$ cat src/rtl/muldiv_pkg.sv
// rtl/muldiv_pkg.sv - shared encodings and helpers for the HI/LO multiply/divide engine
package muldiv_pkg;

    localparam logic [1:0] OP_MULT  = 2'b00;
    localparam logic [1:0] OP_MULTU = 2'b01;
    localparam logic [1:0] OP_DIV   = 2'b10;
    localparam logic [1:0] OP_DIVU  = 2'b11;

    localparam int ITER_LAST = 31;

    typedef enum logic [1:0] {
        ST_IDLE   = 2'd0,
        ST_CALC   = 2'd1,
        ST_FINISH = 2'd2
    } state_e;

    typedef enum logic {
        CLS_MUL = 1'b0,
        CLS_DIV = 1'b1
    } op_class_e;

    // Magnitude of a two's-complement value; 0x80000000 maps to itself as unsigned
    function automatic logic [31:0] abs32(input logic [31:0] v, input logic is_signed);
        return (is_signed && v[31]) ? (~v + 32'd1) : v;
    endfunction

endpackage

$ cat src/rtl/muldiv_step.sv
// rtl/muldiv_step.sv - one combinational shift-add (multiply) or restoring-subtract (divide) step
module muldiv_step
    import muldiv_pkg::*;
(
    input  logic [31:0] acc_i,
    input  logic [31:0] opr_i,
    input  logic [31:0] oper_i,
    input  op_class_e   cls_i,
    output logic [31:0] acc_o,
    output logic [31:0] opr_o
);

    logic [32:0] sum;
    logic [32:0] shifted;
    logic [33:0] diff;

    always_comb begin
        sum     = {1'b0, acc_i} + (opr_i[0] ? {1'b0, oper_i} : 33'd0);
        shifted = {acc_i, opr_i[31]};
        // 34 bits so an unsigned partial remainder above 2^32 still yields a correct borrow
        diff    = {1'b0, shifted} - {2'b00, oper_i};
        if (cls_i == CLS_DIV) begin
            if (!diff[33]) begin
                acc_o = diff[31:0];
                opr_o = {opr_i[30:0], 1'b1};
            end else begin
                acc_o = shifted[31:0];
                opr_o = {opr_i[30:0], 1'b0};
            end
        end else begin
            acc_o = sum[32:1];
            opr_o = {sum[0], opr_i[31:1]};
        end
    end

endmodule

$ cat src/rtl/muldiv_unit.sv
// rtl/muldiv_unit.sv - iterative MULT/MULTU/DIV/DIVU engine owning HI/LO
// Optional MULDIV_FAST_MULT_EN: single-cycle '*' product for MULT/MULTU.
module muldiv_unit
    import muldiv_pkg::*;
#(
    parameter int ITER = 32
) (
    input  logic        clk,
    input  logic        reset,
    input  logic        start,
    input  logic [1:0]  op,
    input  logic [31:0] opa,
    input  logic [31:0] opb,
    input  logic        hi_we,
    input  logic        lo_we,
    input  logic [31:0] wdata,
    output logic        busy,
    output logic        done,
    output logic        div_by_zero,
    output logic [31:0] hi,
    output logic [31:0] lo
);

    localparam int CW = $clog2(ITER);

    state_e        state_q, state_d;
    logic [CW-1:0] cnt_q, cnt_d;
    op_class_e     cls_q, cls_d;
    logic          neg_res_q, neg_res_d;
    logic          neg_rem_q, neg_rem_d;
    logic          b_zero_q, b_zero_d;
    logic [31:0]   raw_a_q, raw_a_d;
    // acc: product high half / partial remainder; opr: multiplier / quotient; oper: multiplicand / divisor
    logic [31:0]   acc_q, acc_d;
    logic [31:0]   opr_q, opr_d;
    logic [31:0]   oper_q, oper_d;
    logic [31:0]   hi_q, hi_d;
    logic [31:0]   lo_q, lo_d;
    logic          busy_q, busy_d;
    logic          done_q, done_d;
    logic          dbz_q, dbz_d;

    logic          is_signed;
    op_class_e     cls_in;
    logic [31:0]   abs_a, abs_b;
    logic [31:0]   acc_step, opr_step;
    logic [63:0]   prod_fix;
    logic [31:0]   quo_fix, rem_fix;

    muldiv_step u_step (
        .acc_i  (acc_q),
        .opr_i  (opr_q),
        .oper_i (oper_q),
        .cls_i  (cls_q),
        .acc_o  (acc_step),
        .opr_o  (opr_step)
    );

    always_comb begin
        is_signed = (op == OP_MULT) || (op == OP_DIV);
        cls_in    = ((op == OP_DIV) || (op == OP_DIVU)) ? CLS_DIV : CLS_MUL;
        abs_a     = abs32(opa, is_signed);
        abs_b     = abs32(opb, is_signed);
        prod_fix  = neg_res_q ? (~{acc_q, opr_q} + 64'd1) : {acc_q, opr_q};
        quo_fix   = neg_res_q ? (~opr_q + 32'd1) : opr_q;
        rem_fix   = neg_rem_q ? (~acc_q + 32'd1) : acc_q;
    end

    always_comb begin
        state_d   = state_q;
        cnt_d     = cnt_q;
        cls_d     = cls_q;
        neg_res_d = neg_res_q;
        neg_rem_d = neg_rem_q;
        b_zero_d  = b_zero_q;
        raw_a_d   = raw_a_q;
        acc_d     = acc_q;
        opr_d     = opr_q;
        oper_d    = oper_q;
        hi_d      = hi_q;
        lo_d      = lo_q;
        busy_d    = busy_q;
        done_d    = 1'b0;
        dbz_d     = dbz_q;

        case (state_q)
            ST_IDLE: begin
                if (hi_we) hi_d = wdata;
                if (lo_we) lo_d = wdata;
                if (start) begin
                    cls_d     = cls_in;
                    neg_res_d = is_signed && (opa[31] ^ opb[31]);
                    neg_rem_d = is_signed && opa[31];
                    b_zero_d  = (opb == 32'd0);
                    raw_a_d   = opa;
                    acc_d     = 32'd0;
                    opr_d     = (cls_in == CLS_DIV) ? abs_a : abs_b;
                    oper_d    = (cls_in == CLS_DIV) ? abs_b : abs_a;
                    cnt_d     = '0;
                    busy_d    = 1'b1;
                    state_d   = ST_CALC;
`ifdef MULDIV_FAST_MULT_EN
                    if (cls_in == CLS_MUL) begin
                        {acc_d, opr_d} = 64'(abs_a) * 64'(abs_b);
                        state_d        = ST_FINISH;
                    end
`endif
                end
            end
            ST_CALC: begin
                acc_d = acc_step;
                opr_d = opr_step;
                cnt_d = cnt_q + CW'(1);
                if (cnt_q == CW'(ITER_LAST)) state_d = ST_FINISH;
            end
            ST_FINISH: begin
                if (cls_q == CLS_MUL) begin
                    {hi_d, lo_d} = prod_fix;
                    dbz_d        = 1'b0;
                end else if (b_zero_q) begin
                    hi_d  = raw_a_q;
                    lo_d  = 32'hFFFF_FFFF;
                    dbz_d = 1'b1;
                end else begin
                    hi_d  = rem_fix;
                    lo_d  = quo_fix;
                    dbz_d = 1'b0;
                end
                done_d  = 1'b1;
                busy_d  = 1'b0;
                state_d = ST_IDLE;
            end
            default: state_d = ST_IDLE;
        endcase
    end

    always_ff @(posedge clk) begin
        if (reset) begin
            state_q   <= ST_IDLE;
            cnt_q     <= '0;
            cls_q     <= CLS_MUL;
            neg_res_q <= 1'b0;
            neg_rem_q <= 1'b0;
            b_zero_q  <= 1'b0;
            raw_a_q   <= 32'd0;
            acc_q     <= 32'd0;
            opr_q     <= 32'd0;
            oper_q    <= 32'd0;
            hi_q      <= 32'd0;
            lo_q      <= 32'd0;
            busy_q    <= 1'b0;
            done_q    <= 1'b0;
            dbz_q     <= 1'b0;
        end else begin
            state_q   <= state_d;
            cnt_q     <= cnt_d;
            cls_q     <= cls_d;
            neg_res_q <= neg_res_d;
            neg_rem_q <= neg_rem_d;
            b_zero_q  <= b_zero_d;
            raw_a_q   <= raw_a_d;
            acc_q     <= acc_d;
            opr_q     <= opr_d;
            oper_q    <= oper_d;
            hi_q      <= hi_d;
            lo_q      <= lo_d;
            busy_q    <= busy_d;
            done_q    <= done_d;
            dbz_q     <= dbz_d;
        end
    end

    assign busy        = busy_q;
    assign done        = done_q;
    assign div_by_zero = dbz_q;
    assign hi          = hi_q;
    assign lo          = lo_q;

endmodule

$ cat config.mk
export PLATFORM = sky130hd
export DESIGN_NAME = muldiv_unit
export DESIGN_NICKNAME = d
export VERILOG_FILES = /design/src/rtl/muldiv_pkg.sv /design/src/rtl/muldiv_step.sv /design/src/rtl/muldiv_unit.sv
export SDC_FILE = /design/constraint.sdc
export NUM_CORES = 1
export LEC_CHECK = 0
export ABC_AREA = 1
export CORE_MARGIN = 5
export CORE_UTILIZATION = 55
export DETAILED_ROUTE_END_ITERATION = 10
export HOLD_SLACK_MARGIN = 0.1
export PLACE_DENSITY = 0.77
export SYNTH_ARGS = -nofsm -noshare
export SYNTH_HDL_FRONTEND = slang
export SYNTH_HIERARCHICAL = 1
export SYNTH_SLANG_ARGS = --single-unit
$ cat constraint.sdc
create_clock -name clk -period 3.15 [get_ports clk]
set_clock_uncertainty 0.15 [all_clocks]
set_input_delay 0.4725 -clock clk [delete_from_list [all_inputs] [get_ports clk]]
set_output_delay 0.4725 -clock clk [all_outputs]
set_load 0.01 [all_outputs]
==> run_results.csv <==
group,metric,value,unit
status,status,"complete, no violations",
power,pwr-share-seq,0.326,
finish,final_cell_mix,"1164 x nand2_1, 442 x inv_1, 339 x nor2_1",
sta,finalCritPeriodShare,0.965,
cts,cts_root_buffer,"clkbuf_16",
routing,ant_nets,0,
logic_synthesis,synth_async_sr_flop_share,0,
routing,dr_total_vias,25700,
power,power_frac_comb,0.375,
power,switching_share,0.410,
grt,grt_use_total,0.444,
logic_synthesis,synth_cell_types,56,
finish,drive_above_1_share,0.0686,
finish,finish.utilization,0.653,
logic_synthesis,syn_area,0.0197,sq mm
setup_path,slowest_stage,"dfxtp_1",
routing,dr.pass1.iters,7,
power,p_per_area,404,mW/mm^2
sta,min_period,3040,ps
finish,num_antenna_cells,0,
grt,grt_pass1_vias,23400,
finish,area_growth,17.6,%
power,ir_drop,0.000443,V
sta,relSlewSlack,0.337,
flow_run,maxCapViolCount,0,
sta,fmax,329,MHz
finish,final_nets,3879,
sta,slew_viol_final,0,
sta,rsz0062_at_grt,"no",
cts,clock_path_buffers,3,
routing,via_per_inst,6.16,
setup_path,arrival,3290,ps
cts,insertion_delay,550,ps
power,p_leak,0.0119,uW
finish,final_area,0.0232,sq mm
logic_synthesis,syn_inst,3521,
logic_synthesis,synth-main-ff-cell,"dfxtp_1",
setup_path,crit_path_end_kind,"flip-flop",
power,power.internal,5520,uW
cts,postCtsHoldBufs,0,
cts,postCtsSetupBuffers,0,
setup_path,worstPathRequired,3400,ps
grt,grt_antenna_before_repair,2,
die,die_h,199,um
sta,setup_viol,0,
logic_synthesis,seq_area_frac_synth,0.209,
finish,final_common_cell,"nand2_1",
routing,first_iter_violations,4472,
placed_design,gp_congestion,1.18,
die,coreArea,0.0355,sq mm
power,switchingPower,3830,uW
setup_path,startpoint_type,"flip-flop",
cts,cts_tree,"built",
die,die_w,199,um
setup_path,path_class,"reg -> reg",
die,fp.dieArea,0.0397,sq mm
placed_design,dpl_cell_area,0.0224,sq mm
setup_path,cp_max_fo,25,
sta,worst_pin_slew,993,ps
logic_synthesis,synth.avg_cell_area,5.60,sq um
cts,clk_pin_slew_worst_paths,70,ps
routing,wl_per_cell,22.1,um
sta,tns,0,ps
logic_synthesis,syn_nets,3696,
die,rows,69,
cts,cts_max_level,1,
sta,hold_viol,0,
routing,wl,92500,um
setup_path,path_cells,"inv_1, ha_1, nand2_1, nand2_1, nand2_1, nand2_1, a21oi_2, nor2_4, nor2_8, buf_4, nand3_1, nand2_1, inv_1, nand2_1, nand2_1, nand2_1, a21oi_1",
min_path,hp-class,"reg -> reg",
logic_synthesis,synth_edf_count,0,
die,ios,170,
cts,clkSinkCount,206,
die,start_util,0.555,
grt,grt_max_degree,97,
setup_path,slowest_delay,530,ps
power,clockPowerShare,0.299,
setup_path,crit_top_cell,"nand2_1",
routing,drc,0,
cts,numCtsBuffers,24,
placed_design,io_buffers,169,
grt,grt_pass1_wl,136000,um
logic_synthesis,ys_seq_elements,206,
grt,overflow,0,
placed_design,post-dp-hpwl,73500,um
logic_synthesis,ys_warn_count,6,
## routing by layer
layer / wire length, um / part of all wire / global-route usage
met2: 37600 / 0.41 / 0.646
met3: 14100 / 0.15 / 0.132
met4: 6370 / 0.069 / 0.233
met1: 34400 / 0.37 / 0.592
met5: 27 / 0.00029 / 0
## state kept, by name (all words and copies together), names as in the netlist, 2 cells and up
name and count:
acc_q 32, cnt_q 5, opr_q 32, state_q 2, lo 32, hi 32
oper_q 32, raw_a_q 32
## metrics by stage
step	hold slack [ps]	setup WS, ps	power (uW)	std cells
2_1_floorplan	294	560	5090	3521
3_3_place_gp	307	247	6380	4139
3_5_place_dp	328	243	6410	4139
4_1_cts	337	237	9150	4180
5_1_grt	356	34.1	9670	4180
6_report	337	109	9350	4180
## repair_timing
action,in CTS,in global routing
setup endpoints to repair,0,2
gates resized for setup,0,1
endpoints found under the hold margin,0,0
## cell type report
type / instances / area (sq um)
timing repair buffer: 295 / 2720
clock inverter: 10 / 93.8
tap: 461 / 577
sequential: 206 / 4130
fill: 3429 / 12300
inverter: 460 / 1730
multi-input combinational: 2717 / 13300
clock buffer: 31 / 657
## critical path, delay by kind of cell, from the launching register on
family                   cells  cell delay (ps)
AO/OA/AOI/OAI                2              270
adder cells (fa/ha/maj)      1              370
buffers and inverters        3              500
flip-flops                   1              530
AND/OR/NAND/NOR             11             1050
## cell families after synthesis
group	Yosys count	synth area share
fa+ha+maj	72	0.0465
xor+xnor	81	0.0360
simple gates	1940	0.415
flops	206	0.209
compound gates	624	0.174
buf+inv	598	0.119
## path summary, 6_finish.rpt
check / startpoint / to / slack (ps) / cells after the start
hold / removal: busy / busy / 340 / 2
setup reg to reg: oper_q[18] / acc_q[30] / 110 / 17
setup / recovery: oper_q[18] / acc_q[30] / 110 / 17
hold reg to reg: busy / busy / 340 / 2
## Yosys cell counts, drive strengths merged (5+ instances only)
library cell	number	area share
o22ai	5	0.0016
ha	70	0.044
nor2	365	0.075
o211ai	15	0.0057
nand2	1175	0.23
nand4	34	0.011
dfxtp	206	0.21
a21oi	254	0.065
a31oi	17	0.0054
o21bai	7	0.0027
clkbuf	89	0.017
xor2	54	0.024
o21ai	259	0.067
buf	49	0.014
and2	6	0.0019
o221ai	13	0.0058
nor3	33	0.0091
nand3b	39	0.015
xnor2	27	0.012
or2	17	0.0054
a22oi	32	0.012
inv	458	0.087
nand3	267	0.070
## power by group through the flow
stage / registers (uW) / logic, uW / clock network, uW
4_1_cts: 3020 / 3360 / 2770
3_5_place_dp: 3080 / 3340 / 0
5_1_grt: 3050 / 3750 / 2870
3_3_place_gp: 3070 / 3310 / 0
6_report: 3050 / 3510 / 2790
2_1_floorplan: 3000 / 2090 / 0
No activity file was read; power rests on OpenSTA's default activity.
